==> src/rtl/lcd_pkg.sv <==
// Shared types and constants for the HD44780 message path.
package lcd_pkg;

  localparam int          LCD_LINE_LEN = 16;
  localparam logic [7:0]  LCD_SPACE    = 8'h20;

  typedef enum logic [2:0] {
    IDLE,
    WAIT_INIT,
    SEND,
    GAP,
    DONE
  } lcd_state_e;

endpackage

==> src/rtl/lcd_msg_streamer_if.sv <==
// Host write port plus the ready/msg_byte strobe pair toward the display driver.
interface lcd_msg_streamer_if #(
  parameter int ADDR_W = 5
);
  logic              init_complete;
  logic              start;
  logic              wr_en;
  logic [ADDR_W-1:0] wr_addr;
  logic [7:0]        wr_data;
  logic              ready;
  logic [7:0]        msg_byte;
  logic              busy;
  logic              done;

  modport master (
    output init_complete, start, wr_en, wr_addr, wr_data,
    input  ready, msg_byte, busy, done
  );

  modport slave (
    input  init_complete, start, wr_en, wr_addr, wr_data,
    output ready, msg_byte, busy, done
  );
endinterface

==> src/rtl/lcd_msg_streamer_gap_timer.sv <==
// lcd_gap_timer: loadable down-counter; expire flags the decrement that reaches zero.
module lcd_gap_timer #(
  parameter int CNT_W = 11
) (
  input  logic             clk,
  input  logic             rst_n,
  input  logic             load,
  input  logic [CNT_W-1:0] load_val,
  input  logic             dec,
  output logic             expire
);

  logic [CNT_W-1:0] cnt;

  always_ff @(posedge clk) begin
    if (!rst_n) begin
      cnt <= '0;
    end else if (load) begin
      cnt <= load_val;
    end else if (dec && cnt != '0) begin
      cnt <= cnt - 1'b1;
    end
  end

  // Asserted on the cycle whose decrement lands on zero, so the caller can leave on that edge.
  assign expire = dec && (cnt == CNT_W'(1));

endmodule

==> src/rtl/lcd_msg_streamer.sv <==
// Streams a 32-byte text buffer into the HD44780 driver, one paced ready strobe per byte.
// Optional build macro LCD_MSG_NUL_STOP_EN: a 0x00 byte ends the message early.
module lcd_msg_streamer
  import lcd_pkg::*;
#(
  parameter int MSG_LEN    = 2 * LCD_LINE_LEN,
  parameter int GAP_CYCLES = 2000,
  parameter int ADDR_W     = $clog2(MSG_LEN)
) (
  input logic               clk,
  input logic               rst_n,
  lcd_msg_streamer_if.slave bus
);

  localparam int                CNT_W    = $clog2(GAP_CYCLES + 1);
  localparam logic [ADDR_W-1:0] LAST_IDX = ADDR_W'(MSG_LEN - 1);

`ifdef LCD_MSG_NUL_STOP_EN
  localparam bit NUL_STOP = 1'b1;
`else
  localparam bit NUL_STOP = 1'b0;
`endif

  logic [7:0]        msg_buf [MSG_LEN];
  lcd_state_e        state;
  logic [ADDR_W-1:0] idx;
  logic [7:0]        cur_byte;
  logic              gap_load;
  logic              gap_dec;
  logic              gap_expire;

  // Read sees the array as of the previous edge, so a same-cycle write is not visible.
  assign cur_byte = msg_buf[idx];
  assign gap_load = (state == SEND);
  assign gap_dec  = (state == GAP);

  always_ff @(posedge clk) begin
    if (!rst_n) begin
      for (int i = 0; i < MSG_LEN; i++) msg_buf[i] <= LCD_SPACE;
    end else if (bus.wr_en) begin
      msg_buf[bus.wr_addr] <= bus.wr_data;
    end
  end

  lcd_gap_timer #(
    .CNT_W (CNT_W)
  ) u_gap_timer (
    .clk      (clk),
    .rst_n    (rst_n),
    .load     (gap_load),
    .load_val (CNT_W'(GAP_CYCLES)),
    .dec      (gap_dec),
    .expire   (gap_expire)
  );

  always_ff @(posedge clk) begin
    if (!rst_n) begin
      state        <= IDLE;
      idx          <= '0;
      bus.ready    <= 1'b0;
      bus.msg_byte <= 8'h00;
      bus.busy     <= 1'b0;
      bus.done     <= 1'b0;
    end else begin
      bus.ready <= 1'b0;
      bus.done  <= 1'b0;
      case (state)
        IDLE: begin
          if (bus.start) begin
            bus.busy <= 1'b1;
            state    <= bus.init_complete ? SEND : WAIT_INIT;
          end
        end
        WAIT_INIT: begin
          if (bus.init_complete) state <= SEND;
        end
        SEND: begin
          if (NUL_STOP && cur_byte == 8'h00) begin
            state <= DONE;
          end else begin
            bus.ready    <= 1'b1;
            bus.msg_byte <= cur_byte;
            state        <= GAP;
          end
        end
        GAP: begin
          if (gap_expire) begin
            if (idx == LAST_IDX) begin
              state <= DONE;
            end else begin
              idx   <= idx + 1'b1;
              state <= SEND;
            end
          end
        end
        DONE: begin
          bus.done <= 1'b1;
          bus.busy <= 1'b0;
          idx      <= '0;
          state    <= IDLE;
        end
        default: state <= IDLE;
      endcase
    end
  end

endmodule

==> src/flat_wrapper.sv <==
// flat-port wrapper written by rule: the top's interface ports become plain ports
module lcd_msg_streamer_flat import lcd_pkg::*;
#(
  parameter int MSG_LEN    = 2 * LCD_LINE_LEN,
  parameter int GAP_CYCLES = 2000,
  parameter int ADDR_W     = $clog2(MSG_LEN)
)
  (clk, rst_n, bus_init_complete, bus_start, bus_wr_en, bus_wr_addr, bus_wr_data, bus_ready, bus_msg_byte, bus_busy, bus_done);
  lcd_msg_streamer_if #(.ADDR_W(ADDR_W)) bus_i ();
  input logic clk;
  input logic rst_n;
  input wire logic [$bits(bus_i.init_complete)-1:0] bus_init_complete;
  input wire logic [$bits(bus_i.start)-1:0] bus_start;
  input wire logic [$bits(bus_i.wr_en)-1:0] bus_wr_en;
  input wire logic [$bits(bus_i.wr_addr)-1:0] bus_wr_addr;
  input wire logic [$bits(bus_i.wr_data)-1:0] bus_wr_data;
  output wire logic [$bits(bus_i.ready)-1:0] bus_ready;
  output wire logic [$bits(bus_i.msg_byte)-1:0] bus_msg_byte;
  output wire logic [$bits(bus_i.busy)-1:0] bus_busy;
  output wire logic [$bits(bus_i.done)-1:0] bus_done;
  assign bus_i.init_complete = bus_init_complete;
  assign bus_i.start = bus_start;
  assign bus_i.wr_en = bus_wr_en;
  assign bus_i.wr_addr = bus_wr_addr;
  assign bus_i.wr_data = bus_wr_data;
  assign bus_ready = bus_i.ready;
  assign bus_msg_byte = bus_i.msg_byte;
  assign bus_busy = bus_i.busy;
  assign bus_done = bus_i.done;
  lcd_msg_streamer #(.MSG_LEN(MSG_LEN), .GAP_CYCLES(GAP_CYCLES), .ADDR_W(ADDR_W)) u_core (.clk(clk), .rst_n(rst_n), .bus(bus_i));
endmodule
==> config.mk <==
export PLATFORM = sky130hd
export DESIGN_NAME = lcd_msg_streamer_flat
export DESIGN_NICKNAME = d
export VERILOG_FILES = /design/src/rtl/lcd_pkg.sv /design/src/rtl/lcd_msg_streamer_if.sv /design/src/rtl/lcd_msg_streamer_gap_timer.sv /design/src/rtl/lcd_msg_streamer.sv /design/src/flat_wrapper.sv
export SDC_FILE = /design/constraint.sdc
export NUM_CORES = 1
export LEC_CHECK = 0
export ABC_AREA = 1
export CAP_MARGIN = 30
export CORE_ASPECT_RATIO = 1.75
export CORE_MARGIN = 2
export CORE_UTILIZATION = 60
export DETAILED_ROUTE_END_ITERATION = 12
export DONT_BUFFER_PORTS = 1
export GPL_ROUTABILITY_DRIVEN = 0
export PLACE_DENSITY = 0.76
export SKIP_LAST_GASP = 1
export SYNTH_ARGS = -nofsm -noshare
export SYNTH_HDL_FRONTEND = slang
export SYNTH_SLANG_ARGS = --single-unit
export TNS_END_PERCENT = 10
==> constraint.sdc <==
create_clock -name clk -period 2.55 [get_ports clk]
set_clock_uncertainty 0.05 [all_clocks]
set_input_delay 0.51 -clock clk [delete_from_list [all_inputs] [get_ports clk]]
set_output_delay 0.51 -clock clk [all_outputs]
set_load 0.05 [all_outputs]
==> results.rst <==
.. list-table::
   :header-rows: 1

   * - Metric
     - Value
   * - Result of the run
     - completed
   * - Core outline area
     - around 0.022 mm^2
   * - I/O pin total
     - 29
   * - Ys Warns
     - 0
   * - Max VDD drop
     - between 500 and 600 uV
   * - Portion of the post-synthesis area used by sequential elements
     - 0.625
   * - Endpoints failing setup
     - 0
   * - DRT Wirelength
     - 32.8 mm
   * - Maximum net fanout on the critical path
     - 130
   * - Maximum single-stage delay on the critical path
     - approximately 0.41 ns
   * - Power density over cell area
     - around 820 mW/mm^2
   * - Fraction of post-synthesis cell area in the top cell type by area
     - 0.580
   * - Initial antenna violation count
     - 0
   * - Root buffer selected by CTS
     - sky130_fd_sc_hd__clkbuf_16
   * - Synth Area in Adders
     - 0.00472
   * - Largest cells by area after synthesis
     - sky130_fd_sc_hd__edfxtp_1 (58%), sky130_fd_sc_hd__nand2_1 (12%), sky130_fd_sc_hd__nand3_1 (9.0%), sky130_fd_sc_hd__nor2_1 (7.9%), sky130_fd_sc_hd__dfxtp_1 (4.5%)
   * - Arrival time of the worst setup path
     - roughly 2.4 ns
   * - Clock transition at path regs
     - approximately 0.070 ns
   * - Die width
     - between 100 and 150 um
   * - Library cell with the highest instance count after synthesis
     - sky130_fd_sc_hd__nand2_1
   * - WHS Endpoint
     - u_core.u_gap_timer.cnt[7]
   * - Die ar.
     - roughly 0.023 mm^2
   * - Clock share of power
     - 0.341
   * - Count of maximum capacitance violations
     - 0
   * - Global-route wire length before repair
     - 50.3 mm
   * - M2 GR Usage
     - 0.500
   * - Initial detailed-routing violation count
     - between 1,000 and 1,500
   * - Average footprint of a synthesized cell
     - approximately 9 um^2
   * - Kind of start point of the critical path
     - register
   * - Area share of xor/xnor cells in the synthesized design
     - 0.00397
   * - Switching share of total power
     - 0.288
   * - Static leakage
     - around 5.7 nW
   * - Fraction of final layout cells sized beyond drive strength 1
     - 0.0490
   * - Reg-to-reg startpoint
     - u_core.idx[0]
   * - Cell count after synthesis
     - ~1,500
   * - Worst Path Required
     - about 3.0 ns
   * - Hold path cells
     - 2
   * - Share of cell area taken by muxes after synthesis
     - 0
   * - Cell row count
     - 72
   * - Sequential fraction of design power
     - 0.478
   * - Hold Fails Final Rpt
     - 0
   * - Power share of the combinational group
     - 0.181
   * - Critical path class
     - reg2reg
   * - Number of buffers inserted by port buffering
     - 0
   * - Final antenna diode count
     - 0
   * - Overall Global Routing Usage
     - 0.287
   * - Number of cell instances on the worst register-to-register path
     - 10
   * - Number of buffers inserted during clock tree synthesis
     - 25
   * - Top post-synthesis cells by count
     - sky130_fd_sc_hd__nand2_1 (436), sky130_fd_sc_hd__nor2_1 (278), sky130_fd_sc_hd__edfxtp_1 (256)
   * - Share of async-settable or async-resettable flops after synthesis
     - 0
   * - Busiest grt layer
     - met2
   * - Synthesized netlist net count
     - 1,490
   * - Clk Latency, worst-skew pair
     - 0.54 ns
   * - Number of enable-type register cells in the synthesized netlist
     - 256
   * - H-Tree Level Count
     - 1
   * - RSZ-0062 raised after global routing
     - false
   * - CP Cell Sequence
     - clkinv_2, buf_12, nand2_1, nand3_1, nand3_1, nand2_1, nand2_1, nand3_1, nand3_1, nand2_1
   * - Vias in the first global route
     - between 9,000 and 10,000
   * - Worst Setup End Kind
     - register
   * - Power Total
     - between 10 and 15 mW
   * - CTS tree
     - built
   * - Layout area overhead
     - 8.14%
   * - Final number of max-transition violations
     - 0
   * - Post-synthesis compound-gate area fraction
     - 0.00821
   * - Met1 routing resource usage after global routing
     - 0.332
   * - Cell class contributing the biggest share of worst-path delay
     - simple AND/OR/NAND/NOR gates
   * - Initial Utilization
     - 0.605
   * - Post-synthesis cell type with the largest combined area
     - sky130_fd_sc_hd__edfxtp_1
   * - Hold path startpoint
     - rst_n
   * - Post-route DRC violation count
     - 0
   * - Synthesized-area fraction occupied by and/or/nand/nor cells
     - 0.304
   * - Total of cells resized after clock tree synthesis
     - 0
   * - Via Count
     - 9,971
   * - Worst-margin pin slew
     - between 0.6 and 0.7 ns
   * - Count of different cell masters after synthesis
     - 25
   * - Cell with the biggest individual delay on the critical path
     - sky130_fd_sc_hd__buf_12
   * - Via-per-instance ratio
     - approximately 5.7
   * - Flip-flop and latch count after synthesis
     - around 290
   * - Detailed Routing Iterations Pass 1
     - 6
   * - Internal power component
     - roughly 8.4 mW
   * - Post-CTS setup-driven buffer insertion count
     - 0
   * - Setup_tns
     - 0 ns
   * - Hold crit path type
     - in2reg
   * - Mapped cell area
     - 0.0133 mm^2
   * - R2R Path End
     - u_core.bus.msg_byte[7]
   * - Final Net Count
     - around 1,500
   * - GR Layer Usage met3
     - 0.0417
   * - Dominant combinational cell family by area after synthesis
     - simple AND/OR/NAND/NOR gates
   * - Predominant post-synthesis flop cell
     - sky130_fd_sc_hd__edfxtp_1
   * - DRT antenna net count
     - 0
   * - Final routed wire length divided by cell count
     - 18.8 um
   * - Shortest clock period the worst path allows after layout
     - between 1.5 and 2 ns
   * - Vert. Die Dim
     - approximately 200 um
   * - Final period utilization
     - 0.762
   * - Max_slew headroom
     - 0.592
   * - Buffers from clock root to sink, at most
     - 3
   * - Timing-limited maximum frequency
     - 0.515 GHz
   * - Clock Sink Count
     - 286
   * - Worst R2R Setup Slack
     - roughly 0.6 ns
   * - Detailed-placement wirelength estimate
     - about 21 mm
   * - Maximum number of pins on one net before global-route repair
     - between 100 and 150
   * - Overflow left after global routing
     - 0
   * - Switching power of the nets
     - ~3.4 mW
   * - Buf/Inv on CP
     - 2
   * - Hold buffer count at cts
     - 0
==> layout by cell type, fill, tap and decap left out, drive strengths merged <==
master	netlist	routed
bufinv	0	5
clkbuf	39	32
and3	1	1
nand2	438	438
inv	85	84
clkinv	3	11
o21ai	6	6
nand3	239	239
dfxtp	30	30
a21oi	10	10
ha	5	5
nor3	13	13
edfxtp	256	256
nand4	6	6
a31oi	1	1
a22oi	3	3
buf	45	20
nor2	281	281
clkinvlp	0	1
xor2	6	6
==> area by class of cell <==
type	count	area [um^2]
Sequential cell	286	8290
Fill cell	1713	7560
Multi-Input combinational cell	1009	4250
Clock buffer	32	682
Tap cell	296	370
Inverter	88	332
Timing Repair Buffer	20	208
Clock inverter	13	195
==> state kept, by name (all words and copies together) (netlist names) <==
register                flops
u_core.bus.done             1
u_core.msg_buf            256
u_core.bus.msg_byte         8
u_core.idx                  5
u_core.bus.ready            1
u_core.u_gap_timer.cnt     11
u_core.state                3
u_core.bus.busy             1
==> how the worst max path moves through the flow <==
stage | startpoint | end | slack (ns) | depth (start not counted)
floorplan | rst_n | u_core.msg_buf[12][0] | 0.72 | 7
global placement | rst_n | u_core.msg_buf[13][0] | 0.45 | 6
detailed placement | rst_n | u_core.msg_buf[21][7] | 0.43 | 6
CTS | u_core.idx[2] | u_core.bus.msg_byte[7] | 0.60 | 7
global route | u_core.idx[2] | u_core.idx[4] | 0.50 | 10
finish | u_core.idx[0] | u_core.bus.msg_byte[7] | 0.61 | 10
==> worst reg2reg max path: stages (launching register included) <==
cell and delay, ns:
sky130_fd_sc_hd__dfxtp_4 0.37, sky130_fd_sc_hd__clkinv_2 0.06, sky130_fd_sc_hd__buf_12 0.41, sky130_fd_sc_hd__nand2_1 0.22
sky130_fd_sc_hd__nand3_1 0.14, sky130_fd_sc_hd__nand3_1 0.12, sky130_fd_sc_hd__nand2_1 0.11, sky130_fd_sc_hd__nand2_1 0.05
sky130_fd_sc_hd__nand3_1 0.12, sky130_fd_sc_hd__nand3_1 0.13, sky130_fd_sc_hd__nand2_1 0.10
==> per-layer routing <==
layer | vias to the layer above | routed length, um
met3 | 126 | 2720
met2 | 516 | 16900
met4 | 0 | 1840
met5 | - | 0
li1 | 4740 | -
met1 | 4589 | 11400
==> cell families (layout without fill, tap and decap cells) <==
group	count (synthesis)	in the layout
and+or+nand+nor	978	978
buffers and inverters	172	153
AOI/OAI and AO/OA	20	20
DFF	286	286
xor gates and xnor gates	6	6
adders and majority gates	5	5
==> power groups by stage <==
stage,combinational (mW),clock (mW),sequential [mW]
floorplan,1.58,0,5.68
global placement,2.05,0,5.73
detailed placement,2.09,0,5.74
CTS,2.10,4.06,5.64
global route,2.37,4.25,5.66
finish,2.13,4.03,5.64
==> stage by stage <==
stage | cell area, um^2 | instances | setup WS [ns] | utilization | hold slack (ns)
after floorplan | 13300 | 1467 | 0.721 | - | 0.400
after global placement | 13400 | 1698 | 0.446 | 0.613 | 0.413
after detailed placement | 13400 | 1698 | 0.432 | 0.613 | 0.418
after CTS | 14300 | 1743 | 0.599 | 0.653 | 0.0174
after global routing | 14300 | 1744 | 0.500 | 0.655 | 0.0218
final | 14300 | 1744 | 0.607 | 0.655 | 0.0326
(Power assumes the default switching activity.)
